## src/rtl/somador_acumulador_pipe.sv

```systemverilog
// Selectable-operand add / subtract / accumulate datapath with valid, carry and result count.
// Latency: 2 advancing edges from input capture to saida; ACUM chains back-to-back with no bubble.
// Backpressure: enable=0 freezes every register (out_valid holds); there is no ready/stall output.
//
// Ports:
//   clk, rst           rising-edge clock, asynchronous active-low reset
//   enable             1: pipeline advances, 0: all state holds and inputs are ignored
//   in_valid, op, sel  stage-1 qualifier, operation (00 SOMA, 01 SUB, 10 ACUM, 11 CLR), operand select
//   entradaA           first operand for SOMA/SUB
//   entradas           operand bank, word k = entradas[k*WIDTH +: WIDTH]
//   saida, carry       registered result / accumulator and its carry (borrow for SUB)
//   out_valid          saida was updated on the last advancing edge
//   n_ops              number of results produced, wraps at 2**CNT_W
module somador_acumulador_pipe #(
    parameter int WIDTH = 4,
    parameter int N_IN  = 4,
    parameter int SAT   = 0,
    parameter int CNT_W = 8,
    localparam int SEL_W = $clog2(N_IN)
) (
    input  logic                    clk,
    input  logic                    rst,
    input  logic                    enable,
    input  logic                    in_valid,
    input  logic [1:0]              op,
    input  logic [SEL_W-1:0]        sel,
    input  logic [WIDTH-1:0]        entradaA,
    input  logic [N_IN*WIDTH-1:0]   entradas,
    output logic [WIDTH-1:0]        saida,
    output logic                    out_valid,
    output logic                    carry,
    output logic [CNT_W-1:0]        n_ops
);

    typedef enum logic [1:0] {
        OP_SOMA = 2'b00,
        OP_SUB  = 2'b01,
        OP_ACUM = 2'b10,
        OP_CLR  = 2'b11
    } op_e;

    // Stage-1 capture register.
    typedef struct packed {
        logic             vld;
        op_e              op;
        logic [WIDTH-1:0] a;
        logic [WIDTH-1:0] m;
    } s1_t;

    s1_t              s1_q;
    s1_t              s1_d;
    logic [WIDTH-1:0] m_sel;

    // Operand mux. A select value with no matching word (possible when N_IN
    // is not a power of two) yields zero.
    always_comb begin
        m_sel = '0;
        for (int k = 0; k < N_IN; k++) begin
            if (sel == SEL_W'(k)) begin
                m_sel = entradas[k*WIDTH +: WIDTH];
            end
        end
    end

    always_comb begin
        s1_d.vld = in_valid;
        s1_d.op  = op_e'(op);
        s1_d.a   = entradaA;
        s1_d.m   = m_sel;
    end

    // Stage-2 arithmetic, one bit wider than the data so the top bit is the
    // carry (or the borrow, for SUB). ACUM uses the live saida so consecutive
    // accumulates see each other's result.
    logic [WIDTH:0]   r_ext;
    logic [WIDTH-1:0] saida_nxt;
    logic             carry_nxt;
    logic             is_sub;

    always_comb begin
        r_ext  = '0;
        is_sub = 1'b0;
        case (s1_q.op)
            OP_SOMA: r_ext = {1'b0, s1_q.a} + {1'b0, s1_q.m};
            OP_SUB: begin
                r_ext  = {1'b0, s1_q.a} - {1'b0, s1_q.m};
                is_sub = 1'b1;
            end
            OP_ACUM: r_ext = {1'b0, saida} + {1'b0, s1_q.m};
            default: r_ext = '0;
        endcase
    end

    always_comb begin
        carry_nxt = r_ext[WIDTH];
        saida_nxt = r_ext[WIDTH-1:0];
        // Saturating mode clamps an overflow to all-ones and an underflow to 0.
        if (SAT != 0 && carry_nxt) begin
            saida_nxt = is_sub ? '0 : '1;
        end
    end

    always_ff @(posedge clk or negedge rst) begin
        if (!rst) begin
            s1_q      <= '0;
            saida     <= '0;
            carry     <= 1'b0;
            out_valid <= 1'b0;
            n_ops     <= '0;
        end else if (enable) begin
            s1_q      <= s1_d;
            out_valid <= s1_q.vld;
            if (s1_q.vld) begin
                saida <= saida_nxt;
                carry <= carry_nxt;
                n_ops <= n_ops + CNT_W'(1);
            end
        end
    end

endmodule

```

## config.mk

```make
export PLATFORM = sky130hd
export DESIGN_NAME = somador_acumulador_pipe
export DESIGN_NICKNAME = d
export VERILOG_FILES = /design/src/rtl/somador_acumulador_pipe.sv
export SDC_FILE = /design/constraint.sdc
export NUM_CORES = 1
export LEC_CHECK = 0
export ABC_AREA = 1
export CAP_MARGIN = 30
export CORE_UTILIZATION = 51
export CTS_CLUSTER_DIAMETER = 150
export CTS_CLUSTER_SIZE = 8
export DETAILED_ROUTE_END_ITERATION = 10
export GPL_TIMING_DRIVEN = 0
export PLACE_DENSITY = 0.83
export SLEW_MARGIN = 20
export SYNTH_ARGS = -nofsm -noshare
export SYNTH_HDL_FRONTEND = slang
export SYNTH_SLANG_ARGS = --single-unit
```

## constraint.sdc

```tcl
create_clock -name clk -period 2.8 [get_ports clk]
set_input_delay 0.42 -clock clk [delete_from_list [all_inputs] [get_ports clk]]
set_output_delay 0.42 -clock clk [all_outputs]
set_load 0.05 [all_outputs]
```

-- After elaboration in Yosys (flattened, before gate mapping)
Cells that the tools add are included.
Widths: inputs -> output; s select.
- bits in registers: 25
- bits in latches: 0
- bits in writable memories: 0
- bits in read-only memories: 0
- input port bits: 28
- logic and storage cells: 25
- memories kept: 0
- add/sub/neg operators: 4
- multipliers: 0
- divide/modulo/power cells: 0
- magnitude comparators: 0
- equal/unequal tests: 5
- shift operators: 0
- multiplexer cells: 5
- bitwise operators: 0
- reductions and logical operators: 3
- operators with widths (cell ; number):
    $mux 4 ; 4
    $pmux 5 s3 ; 1
    $add 4x4->5 ; 2
    $add 8x1->8 const B ; 1
    $eq 2x2->1 const B ; 3
    $sub 4x4->5 ; 1
    $eq 2x1->1 const B ; 2
    $logic_not 2->1 ; 2
    $reduce_and 2->1 ; 1

-- Logic depth before layout (Yosys ltp)
- word-level depth: 5
- gate-level depth with buffers: 12
- mapped depth without buffers: 12

-- Worst setup path after synthesis
No wires, ideal clock.
- kind: reg2reg
- from: register s1_q[8] (netlist bit)
- to: register carry
- data arrival time: 1.764 ns
- required time: 2.682 ns
- setup slack: 0.918 ns
- stages on the path, launching flop included: 13
- path through: dfrtp_1 > inv_1 > nand2_1 > nor2_1 > a21oi_1 > ha_1 > fa_1 > nand2_1 > a21oi_1 > o21ai_0 > nand2_1 > nand2_1 > nand2_1
- longest elaborated chain between the ends: 2
- elaborated cells on any way between the ends: 4
- RTL lines (element ; RTL line ; text):
    start, declared ; 50 ; s1_t s1_q;
    start signal, assigned ; 105 ; s1_q <= '0;
    start signal, assigned ; 111 ; s1_q <= s1_d;
    $eq 2x2->1 (tied with other cells) ; 83 ; case (s1_q.op)
    $pmux 5 s3 (*) ; 83 ;
    end signal, assigned ; 115 ; carry <= carry_nxt;
    end, declared ; 31 ; output logic carry,
Mark *: on every way between the ends. The rest lies on a longest branch, timed or not.
A chain may end at the register's enable or synchronous reset.

-- Worst setup path in the final report
Ends and elaborated chain as after synthesis.

==> qor.txt <==
Normalized max-slew margin = 64.5%
Power share of the sequential group = 37.6%
Via count of the first global-routing pass = 1409
IR Drop Worst-Case VDD = 0.711 mV
Largest net degree at the start of global routing = 17
Final antenna diode count = 0
WL per Instance = 13.1 um
Initial Util = 54.3%
Critical Path Source = s1_q[8]
Number of buffers added by the clock tree synthesis step = 3
P&R area growth vs syn = 32.3%
Largest family of logic cells by synthesized area = simple AND/OR/NAND/NOR gates
Fmax = 0.462 GHz
Final weighted congestion in routability-driven placement = 0.881
MaxCap Viol Count = 0
Final WL = 3430 um
Synth Area in Simple Gates = 26.7%
Share of total power consumed by net switching = 45.7%
Worst clock skew = 0.00345 ns
Leakage power = 0.993 nW
Fraction of the yosys area taken by sequential cells = 41.8%
Area inside the core boundary = 2760 um2
Pre-CTS worst setup slack = 0.703 ns
Die area = 3160 um2
Area fraction in compound gates after synthesis = 10.7%
Critical path required time = 3.04 ns
Design internal power = 758 uW
X dimension of the die = 56.2 um
Number of cells on the worst hold path = 2
Gate count of the mapped netlist = 185
Clock group share of total power = 12.0%
Final worst-path setup slack = 0.636 ns
Comb pwr share = 50.4%
FF-to-FF End = carry
Number of design rule violations left after detail routing = 0
Mapped Avg Cell Area = 8.10 um2
Number of nets with antenna violations after detailed routing = 0
Endpoint with the worst hold slack = s1_q[4]
Buffers on Ports = 40
Type of the setup path with the least slack = reg -> reg
Synth Area in Adders = 10.2%
Power per unit of standard cell area = 704 nW/um2
Number of iterations in the first detailed-routing pass = 4
Crit start category = register
Number of nets produced by synthesis = 224
Clock Root Buffer = sky130_fd_sc_hd__clkbuf_4
Final max-slew violation count = 0
Clk pin slew, worst setup/hold paths = 0.14 ns
Initial DRC count = 72
Number of antenna violations at the first check in global routing = 0
Largest fanout on the critical path = 8
Share of cells above drive strength 1 = 5.65%
Number of primary I/O pins = 42
Clock insertion delay at the later pin of the skew report = 0.33 ns
Min Tclk post-route = 2.16 ns
Class of the tightest hold or removal check = in -> reg
Outcome = finished clean
Total negative slack for setup checks = 0 ns
Hold-fix buffers at CTS = 0
Worst R2R Path Depth = 12
Number of warnings reported in the yosys synthesis log = 0
Buffer levels on the longest clock path = 2
Top-area cell type share of the netlist area = 41.8%
Via total after detailed routing = 1401
Final setup vio count = 0
Number of distinct library cells after synthesis = 21
Number of instances resized during post-cts repair = 0
Hold wc startpoint = enable
Detailed placement HPWL = 2860 um
TritonCTS clock tree = done
Setup repair after global routing missed its margin = false
Number of failing hold endpoints at the final stage = 0
Count of buffers added by post-CTS timing repair for setup = 0
Endpoint type of the worst setup path = register
Synth area leader = sky130_fd_sc_hd__dfrtp_1
Total design power = 1.40 mW
P_sw = 638 uW
Final core utilization = 71.9%
Fraction of synthesized cell area in xor and xnor cells = 3.51%
Number of nets in the finished design = 270
Gr ovfl total = 0
Crit share post-route = 77.3%
Clk sinks = 25
Share of synthesized area spent on multiplexers = 0%
Detailed-route vias per instance = 5.37
Register-to-Register Setup Slack = 0.64 ns
Launch instance of the worst register-to-register path = s1_q[8]
Data arrival at the endpoint of the critical path = 2.40 ns
Final non-filler cell total = 261
Worst Tran Pin Value = 0.531 ns
Top cells by area in the synthesized netlist = sky130_fd_sc_hd__dfrtp_1 (42%), sky130_fd_sc_hd__nand2_1 (14%), sky130_fd_sc_hd__ha_1 (7.5%)
GR Util All Layers = 24.9%
Flop and latch count out of synthesis = 25
Number of rows in the core area = 19
DP Cell Count = 257
Global-route wire length before repair = 6090 um
Cell Area, Synth = 1500 um2
Vert. Die Dim = 56.2 um
Deepest level of the CTS H-tree = 1
[state kept, by name (all words and copies together) (netlist names)]
register   flops
carry          1
s1_q          11
n_ops          8
saida          4
out_valid      1
[through the flow]
stage	hold slack, ns	area, um2
final	0.319	1980
after detailed placement	0.465	1950
after global placement	0.463	1940
after global routing	0.327	1980
after CTS	0.309	1980
after floorplan	0.124	1500
[per-layer routing]
layer | up-vias | track usage [%] | part of all wire [%]
li1 | 688 | - | -
met1 | 656 | 29.7 | 42
met2 | 41 | 42.0 | 50
met3 | 16 | 4.65 | 3.3
met4 | 0 | 13.9 | 4.3
met5 | - | 0 | 0
[cell type report]
class | count | area, um2
Tap cell | 31 | 38.8
Clock buffer | 3 | 22.5
Timing Repair Buffer | 41 | 415
Buffer | 2 | 15.0
Multi-Input combinational cell | 135 | 766
Inverter | 23 | 91.3
Sequential cell | 25 | 626
Fill cell | 210 | 776
Clock inverter | 1 | 7.51
[power by group through the flow]
stage          clock network, mW  registers [mW]  logic [mW]
2_1_floorplan                  0           0.746       0.236
3_3_place_gp                   0           0.524       0.673
3_5_place_dp                   0           0.532       0.703
4_1_cts                    0.174           0.524       0.706
5_1_grt                    0.186           0.536       0.761
6_report                   0.168           0.524       0.703
[critical path, cell delays in order, from the launching register on]
cell and delay (ns):
sky130_fd_sc_hd__dfrtp_1 0.41, sky130_fd_sc_hd__inv_1 0.21, sky130_fd_sc_hd__nand2_1 0.21, sky130_fd_sc_hd__nor2_1 0.14
sky130_fd_sc_hd__a21oi_1 0.05, sky130_fd_sc_hd__ha_1 0.22, sky130_fd_sc_hd__fa_1 0.40, sky130_fd_sc_hd__nand2_1 0.08
sky130_fd_sc_hd__a21oi_1 0.06, sky130_fd_sc_hd__o21ai_0 0.13, sky130_fd_sc_hd__nand2_1 0.07, sky130_fd_sc_hd__nand2_1 0.06
sky130_fd_sc_hd__nand2_1 0.04
[logic make-up after synthesis]
logic type / after synthesis
AOI/OAI and AO/OA: 30
xor gates and xnor gates: 6
adders and majority gates: 11
buffers and inverters: 25
DFF: 25
and+or+nand+nor: 88
[layout by cell type (no fill, tap or decap), types with 3 or more instances in the layout]
cell | synthesis | routed
sky130_fd_sc_hd__a21oi_1 | 14 | 14
sky130_fd_sc_hd__clkbuf_4 | 0 | 3
sky130_fd_sc_hd__clkdlybuf4s50_1 | 0 | 40
sky130_fd_sc_hd__dfrtp_1 | 25 | 25
sky130_fd_sc_hd__ha_1 | 9 | 9
sky130_fd_sc_hd__inv_1 | 22 | 22
sky130_fd_sc_hd__nand2_1 | 56 | 56
sky130_fd_sc_hd__nand3_1 | 15 | 15
sky130_fd_sc_hd__nor2_1 | 10 | 10
sky130_fd_sc_hd__o211ai_1 | 3 | 3
sky130_fd_sc_hd__o21ai_0 | 11 | 11
sky130_fd_sc_hd__xnor2_1 | 3 | 3
sky130_fd_sc_hd__xor2_1 | 3 | 3
[worst max path at each step]
stage	end	cells after the start
2_1_floorplan	carry	12
3_3_place_gp	carry	12
3_5_place_dp	carry	12
4_1_cts	carry	12
5_1_grt	carry	12
6_report	carry	12
[cell usage after synthesis]
| library cell | count |
|---|---|
| sky130_fd_sc_hd__a31oi_1 | 2 |
| sky130_fd_sc_hd__fa_1 | 2 |
| sky130_fd_sc_hd__clkinv_4 | 1 |
| sky130_fd_sc_hd__nand3b_4 | 1 |
| sky130_fd_sc_hd__ha_1 | 9 |
| sky130_fd_sc_hd__dfrtp_1 | 25 |
| sky130_fd_sc_hd__a21oi_1 | 14 |
| sky130_fd_sc_hd__o211ai_1 | 3 |
| sky130_fd_sc_hd__or2_2 | 1 |
| sky130_fd_sc_hd__nand2_4 | 2 |
| sky130_fd_sc_hd__nor2_1 | 10 |
| sky130_fd_sc_hd__nor2_4 | 2 |
| sky130_fd_sc_hd__nand2_1 | 56 |
| sky130_fd_sc_hd__xor2_1 | 3 |
| sky130_fd_sc_hd__buf_6 | 1 |
| sky130_fd_sc_hd__o21ai_0 | 11 |
| sky130_fd_sc_hd__xnor2_1 | 3 |
| sky130_fd_sc_hd__clkbuf_1 | 1 |
| sky130_fd_sc_hd__nand3_1 | 15 |
| sky130_fd_sc_hd__nand4_1 | 1 |
| sky130_fd_sc_hd__inv_1 | 22 |
Note: power is estimated with default switching activity, not from simulation.
